File: config.mk
export PLATFORM = sky130hd
export DESIGN_NAME = spi_frame_rx_flat
export DESIGN_NICKNAME = d
export VERILOG_FILES = /design/src/rtl/keyboard_pkg.sv /design/src/rtl/spi_frame_rx_if.sv /design/src/rtl/sync_edge.sv /design/src/rtl/spi_frame_rx.sv /design/src/flat_wrapper.sv
export SDC_FILE = /design/constraint.sdc
export NUM_CORES = 1
export LEC_CHECK = 0
export CAP_MARGIN = 20
export CORE_MARGIN = 2
export CORE_UTILIZATION = 45
export DETAILED_ROUTE_END_ITERATION = 10
export HOLD_SLACK_MARGIN = 0.08
export SLEW_MARGIN = 15
export SYNTH_ARGS = -nofsm -noshare
export SYNTH_HDL_FRONTEND = slang
export SYNTH_HIERARCHICAL = 1
export SYNTH_SLANG_ARGS = --single-unit
File: constraint.sdc
create_clock -name clk -period 11.58 [get_ports clk]
set_input_delay 1.158 -clock clk [delete_from_list [all_inputs] [get_ports clk]]
set_output_delay 1.158 -clock clk [all_outputs]
set_load 0.05 [all_outputs]
File: src/rtl/keyboard_pkg.sv
// Shared types and constants for the PIC SPI note-frame receiver.
// Frame layout: sync word, prd1, prd2, prd3, ctrl (32 bits each, MSB first).
package keyboard_pkg;

    localparam logic [31:0] SYNC_WORD_DEF   = 32'h0000_FFFF;
    localparam int          WORDS_PER_FRAME = 4;
    localparam int          PRD_W           = 32;

    typedef enum logic [1:0] {
        HUNT,
        RECV,
        CHECK,
        COMMIT
    } rx_state_t;

    typedef enum logic [1:0] {
        SQUARE,
        SAW,
        TRI,
        SINE
    } waveform_t;

    // Only the low nibble of ctrl carries meaning; anything above is corruption.
    function automatic logic ctrl_ok(input logic [31:0] c);
        return c[31:4] == 28'h0;
    endfunction

endpackage

File: src/rtl/spi_frame_rx_if.sv
// SPI pins in, committed note registers and status pulses out.
// master = PIC/consumer side, slave = the receiver.
interface spi_frame_rx_if;
    import keyboard_pkg::*;

    logic             sck;
    logic             sdi;
    logic [PRD_W-1:0] prd1;
    logic [PRD_W-1:0] prd2;
    logic [PRD_W-1:0] prd3;
    logic [1:0]       waveform;
    logic [1:0]       notes;
    logic             frame_valid;
    logic             frame_err;

    modport master (
        output sck,
        output sdi,
        input  prd1,
        input  prd2,
        input  prd3,
        input  waveform,
        input  notes,
        input  frame_valid,
        input  frame_err
    );

    modport slave (
        input  sck,
        input  sdi,
        output prd1,
        output prd2,
        output prd3,
        output waveform,
        output notes,
        output frame_valid,
        output frame_err
    );

endinterface

File: src/rtl/sync_edge.sv
// Multi-flop synchronizer for an asynchronous input, with optional
// rising-edge detect taken from the last synchronizer stage.
module sync_edge #(
    parameter int STAGES = 2,
    parameter bit EDGE   = 1'b1
) (
    input  logic clk,
    input  logic reset,
    input  logic d,
    output logic q,
    output logic rise
);

    logic [STAGES-1:0] chain;

    // Shift the raw input through the synchronizer chain.
    always_ff @(posedge clk or posedge reset) begin
        if (reset) begin
            chain <= '0;
        end else begin
            chain <= {chain[STAGES-2:0], d};
        end
    end

    assign q = chain[STAGES-1];

    generate
        if (EDGE) begin : g_edge
            logic q_d;

            // Remember the previous synced level to spot 0->1.
            always_ff @(posedge clk or posedge reset) begin
                if (reset) begin
                    q_d <= 1'b0;
                end else begin
                    q_d <= chain[STAGES-1];
                end
            end

            assign rise = chain[STAGES-1] & ~q_d;
        end else begin : g_lvl
            assign rise = 1'b0;
        end
    endgenerate

endmodule

File: src/rtl/spi_frame_rx.sv
// Receives PIC SPI note frames in the clk domain and commits them atomically.
// Hunts for the sync word, captures prd1..3 + ctrl, validates, then publishes.
module spi_frame_rx
    import keyboard_pkg::*;
#(
    parameter logic [31:0] SYNC_WORD      = SYNC_WORD_DEF,
    parameter int          TIMEOUT_CYCLES = 20000,
    parameter int          SYNC_STAGES    = 2
) (
    input logic           clk,
    input logic           reset,
    spi_frame_rx_if.slave bus
);

    localparam int IDLE_W = $clog2(TIMEOUT_CYCLES + 1);
    localparam logic [IDLE_W-1:0] IDLE_LAST = IDLE_W'(TIMEOUT_CYCLES - 1);
    localparam logic [1:0] LAST_WORD = 2'(WORDS_PER_FRAME - 1);

    logic bit_edge;
    logic sdi_s;
    logic sck_lvl_unused;
    logic sdi_rise_unused;

    rx_state_t state, state_n;

    logic [31:0]       sr, sr_n, sr_shift;
    logic [4:0]        bitcnt, bitcnt_n;
    logic [1:0]        wordcnt, wordcnt_n;
    logic [IDLE_W-1:0] idle, idle_n;
    logic [31:0]       shadow [WORDS_PER_FRAME];

    logic shadow_ld;
    logic commit;
    logic err;

    logic [PRD_W-1:0] prd1_q, prd2_q, prd3_q;
    logic [1:0]       waveform_q, notes_q;
    logic             valid_q, err_q;

    sync_edge #(
        .STAGES (SYNC_STAGES),
        .EDGE   (1'b1)
    ) u_sck_sync (
        .clk   (clk),
        .reset (reset),
        .d     (bus.sck),
        .q     (sck_lvl_unused),
        .rise  (bit_edge)
    );

    sync_edge #(
        .STAGES (SYNC_STAGES),
        .EDGE   (1'b0)
    ) u_sdi_sync (
        .clk   (clk),
        .reset (reset),
        .d     (bus.sdi),
        .q     (sdi_s),
        .rise  (sdi_rise_unused)
    );

    assign sr_shift = {sr[30:0], sdi_s};

    // Receiver state register.
    always_ff @(posedge clk or posedge reset) begin
        if (reset) begin
            state <= HUNT;
        end else begin
            state <= state_n;
        end
    end

    // Framing, bit/word counting, timeout and validation decisions.
    always_comb begin
        state_n   = state;
        sr_n      = sr;
        bitcnt_n  = bitcnt;
        wordcnt_n = wordcnt;
        idle_n    = idle;
        shadow_ld = 1'b0;
        commit    = 1'b0;
        err       = 1'b0;

        if (bit_edge) begin
            sr_n = sr_shift;
        end

        unique case (state)
            HUNT: begin
                if (bit_edge && sr_shift == SYNC_WORD) begin
                    state_n   = RECV;
                    bitcnt_n  = 5'd0;
                    wordcnt_n = 2'd0;
                    idle_n    = '0;
                end
            end
            RECV: begin
                if (bit_edge) begin
                    idle_n = '0;
                    if (bitcnt == 5'd31) begin
                        shadow_ld = 1'b1;
                        bitcnt_n  = 5'd0;
                        wordcnt_n = wordcnt + 2'd1;
                        if (wordcnt == LAST_WORD) begin
                            state_n = CHECK;
                        end
                    end else begin
                        bitcnt_n = bitcnt + 5'd1;
                    end
                end else if (idle == IDLE_LAST) begin
                    err     = 1'b1;
                    state_n = HUNT;
                end else begin
                    idle_n = idle + IDLE_W'(1);
                end
            end
            CHECK: begin
                if (ctrl_ok(shadow[WORDS_PER_FRAME-1])) begin
                    state_n = COMMIT;
                end else begin
                    err     = 1'b1;
                    state_n = HUNT;
                end
            end
            COMMIT: begin
                commit  = 1'b1;
                state_n = HUNT;
            end
            default: begin
                state_n = HUNT;
            end
        endcase

        // A fresh hunt must see a whole sync word; no partial carry-over.
        if (state_n == HUNT && state != HUNT) begin
            sr_n = '0;
        end
    end

    // Shift register, counters and per-frame shadow capture.
    always_ff @(posedge clk or posedge reset) begin
        if (reset) begin
            sr      <= '0;
            bitcnt  <= '0;
            wordcnt <= '0;
            idle    <= '0;
            for (int i = 0; i < WORDS_PER_FRAME; i++) begin
                shadow[i] <= '0;
            end
        end else begin
            sr      <= sr_n;
            bitcnt  <= bitcnt_n;
            wordcnt <= wordcnt_n;
            idle    <= idle_n;
            if (shadow_ld) begin
                shadow[wordcnt] <= sr_shift;
            end
        end
    end

    // Published registers: all fields move together on commit only.
    always_ff @(posedge clk or posedge reset) begin
        if (reset) begin
            prd1_q     <= '0;
            prd2_q     <= '0;
            prd3_q     <= '0;
            waveform_q <= '0;
            notes_q    <= '0;
            valid_q    <= 1'b0;
            err_q      <= 1'b0;
        end else begin
            valid_q <= commit;
            err_q   <= err;
            if (commit) begin
                prd1_q     <= shadow[0];
                prd2_q     <= shadow[1];
                prd3_q     <= shadow[2];
                waveform_q <= shadow[3][1:0];
                notes_q    <= shadow[3][3:2];
            end
        end
    end

    assign bus.prd1        = prd1_q;
    assign bus.prd2        = prd2_q;
    assign bus.prd3        = prd3_q;
    assign bus.waveform    = waveform_q;
    assign bus.notes       = notes_q;
    assign bus.frame_valid = valid_q;
    assign bus.frame_err   = err_q;

endmodule

File: src/flat_wrapper.sv
// flat-port wrapper written by rule: the top's interface ports become plain ports
module spi_frame_rx_flat import keyboard_pkg::*;
#(
    parameter logic [31:0] SYNC_WORD      = SYNC_WORD_DEF,
    parameter int          TIMEOUT_CYCLES = 20000,
    parameter int          SYNC_STAGES    = 2
)
  (clk, reset, bus_sck, bus_sdi, bus_prd1, bus_prd2, bus_prd3, bus_waveform, bus_notes, bus_frame_valid, bus_frame_err);
  spi_frame_rx_if bus_i ();
  input logic clk;
  input logic reset;
  input wire logic [$bits(bus_i.sck)-1:0] bus_sck;
  input wire logic [$bits(bus_i.sdi)-1:0] bus_sdi;
  output wire logic [$bits(bus_i.prd1)-1:0] bus_prd1;
  output wire logic [$bits(bus_i.prd2)-1:0] bus_prd2;
  output wire logic [$bits(bus_i.prd3)-1:0] bus_prd3;
  output wire logic [$bits(bus_i.waveform)-1:0] bus_waveform;
  output wire logic [$bits(bus_i.notes)-1:0] bus_notes;
  output wire logic [$bits(bus_i.frame_valid)-1:0] bus_frame_valid;
  output wire logic [$bits(bus_i.frame_err)-1:0] bus_frame_err;
  assign bus_i.sck = bus_sck;
  assign bus_i.sdi = bus_sdi;
  assign bus_prd1 = bus_i.prd1;
  assign bus_prd2 = bus_i.prd2;
  assign bus_prd3 = bus_i.prd3;
  assign bus_waveform = bus_i.waveform;
  assign bus_notes = bus_i.notes;
  assign bus_frame_valid = bus_i.frame_valid;
  assign bus_frame_err = bus_i.frame_err;
  spi_frame_rx #(.SYNC_WORD(SYNC_WORD), .TIMEOUT_CYCLES(TIMEOUT_CYCLES), .SYNC_STAGES(SYNC_STAGES)) u_core (.clk(clk), .reset(reset), .bus(bus_i));
endmodule
==> qor.txt <==
Status: finished, final reports clean
Hold Vio Cnt, Final: 0
Power Density: 147.2 mW/mm^2
Rows: 58
Final setup violation count: 0
DR iter-0 viols: 355
Clock root buffer: clkbuf_16
Max-cap check violation count: 0
Largest net degree at the start of global routing: 127
Share of post-route cells with drive strength above 1: 31.32%
Critical path type: flip-flop to flip-flop
# H-tree levels: 1
CTS resizes: 0
Crit-path slowest cell: nand2_1
Input/output buffers: 105
First-pass GRT wire length: 39480 um
Slowest stage delay, CP: 430 ps
Sink Count: 290
Post-CTS Setup Bufs: 0
Switching pwr: 476.8 uW
P_int: 1.573 mW
Rel. slew slack: 30.59%
Reg2reg path depth: 10
DRC errors left: 0
Worst hold slack: 349.6 ps
Vias in the first global route: 7309
Routed Antenna Nets: 0
Top Ports: 106
Total CTS buffers: 30
Vias: 6807
Layout area overhead: 20.37%
RSZ-0062 raised after global routing: no
Setup TNS Final: 0 ps
Clock Latency Late Sink: 560 ps
CTS tree: done
Inserted Diodes: 0
Final Critical Period: 3142 ps
Slew Viols, Final: 0
Nets: 924
Critical Path RT: 12000 ps
Total wire length: 24170 um
Period Utilization, post-route: 27.13%
Die area: 0.02701 mm^2
Type of origin of the critical path: flip-flop
CP bufs+invs: 2
Worst VDD drop: 0.09379 mV
Fin Clk Skew: 15.50 ps
Initial antenna violation count: 0
Design Area, Final: 0.01393 mm^2
CP delay by family, top: simple AND/OR/NAND/NOR gates
Crit end category: flip-flop
Mapped Cells: 803
Placed instance area: 0.01296 mm^2
Clk network pwr share: 43.1%
Mapped Area: 0.01157 mm^2
Hold Buf Count CTS: 0
Starting Density: 45.95%
Switching share of power: 23.27%
Upper clock frequency limit: 0.3183 GHz
Post-DP HPWL: 15340 um
Crit-path max FO: 31
Gr ovfl total: 0
Syn. warnings: 6
Placer Congestion: 0.7941
Die width: 164.3 um
Crit path cell chain: ha_1 > and3_1 > ha_1 > and3_1 > nand2_1 > buf_4 > o21ai_0 > nor4_4 > buf_4 > nor2_1
Util after Layout: 55.31%
Net Count, Synth: 818
Core footprint: 0.02518 mm^2
Hold Path Depth: 0
Vias per inst: 5.420
Detailed Routing Iterations Pass 1: 4
Static leakage: 6.737 nW
Worst EP arrival: 3560 ps
Syn_area_per_cell: 14.41 um^2
Die Span Y: 164.3 um
Comb pwr share: 3.1%
Total Routing Usage GR: 18.49%
Clk buf depth: 3
Worst-Margin Slew: 1038 ps
Hold Crit Class: flip-flop to flip-flop
Clock transition at path regs: 60 ps
Sequential Power Share: 53.8%
WP depth: 10
Wire per inst: 19.24 um
[area by class of cell]
class                      count  area (um^2)
clock buffer                  43        859.6
inverter                      17        71.32
timing repair buffer         113         1144
fill                        2029        11250
tap                          330        412.9
clock inverter                 6        55.05
multi-input combinational    457         4128
sequential                   290         7257
[power groups by stage]
stage | logic [mW] | registers [mW] | clock network, mW
after floorplan | 0.0508 | 1.09 | 0
after global placement | 0.0596 | 1.12 | 0
after detailed placement | 0.0635 | 1.12 | 0
after CTS | 0.0639 | 1.10 | 0.911
after global routing | 0.0716 | 1.11 | 0.955
final | 0.0628 | 1.10 | 0.883
[layer usage]
layer  global-route usage, %  wire [um]
met3                   3.056       1043
met4                   4.944        430
met2                   30.43      11860
met1                   25.55      10830
met5                       0          0
[cell usage in the layout (no fill, tap or decap), drive strengths merged, types with 3 or more instances in the layout]
cell type and count:
o41ai 3, clkbuf 43, clkinv 6, a21oi 11
nand3 12, o21ai 19, dfrtp 290, ha 11
nor4 17, nand2 17, nor2b 3, inv 17
mux2 228, nor3 6, nor2 38, clkdlybuf4s50 105
nand4 14, and3 4, buf 8, nand2b 6
mux2i 34, or3 3, or4 6, o31ai 4
[path summary, 6_finish.rpt]
check	end	slack, ps	start
setup / recovery	u_core/sr[7]$_DFFE_PP0P_	8440	u_core/bitcnt[0]$_DFFE_PP0P_
hold / removal	u_core/u_sdi_sync/chain[1]$_DFF_PP0_	350	u_core/u_sdi_sync/chain[0]$_DFF_PP0_
setup reg to reg	u_core/sr[7]$_DFFE_PP0P_	8440	u_core/bitcnt[0]$_DFFE_PP0P_
hold reg to reg	u_core/u_sdi_sync/chain[1]$_DFF_PP0_	350	u_core/u_sdi_sync/chain[0]$_DFF_PP0_
max in group asynchronous	u_core/shadow[32]$_DFFE_PP0P_	8900	reset
min in group asynchronous	u_core/u_sdi_sync/chain[0]$_DFF_PP0_	930	reset
[metrics by stage]
stage               total power [mW]  std cells  setup slack, ps
floorplan                      1.140        803             2558
global placement               1.181       1205             8147
detailed placement             1.186       1205             8054
CTS                            2.079       1254             8445
global route                   2.135       1256             8245
finish                         2.049       1256             8438
[worst register-to-register path, delay by kind of cell, from the launching register on]
family                     cells  cell delay, ps
DFF                            1             410
AOI/OAI and AO/OA              1             240
adders and majority gates      2             470
buffers and inverters          2             760
and+or+nand+nor                5            1130
[flip-flops by register name, summed over array words and instances, names as in the netlist]
signal and flops:
u_core/bitcnt 5, u_core/bus.frame_err 1, u_core/bus.frame_valid 1, u_core/bus.notes 2, u_core/bus.prd1 32, u_core/bus.prd2 32
u_core/bus.prd3 32, u_core/bus.waveform 2, u_core/idle 15, u_core/shadow 128, u_core/sr 31, u_core/state 2
u_core/u_sck_sync/chain 2, u_core/u_sck_sync/g_edge.q_d 1, u_core/u_sdi_sync/chain 2, u_core/wordcnt 2
(Power assumes the default switching activity.)
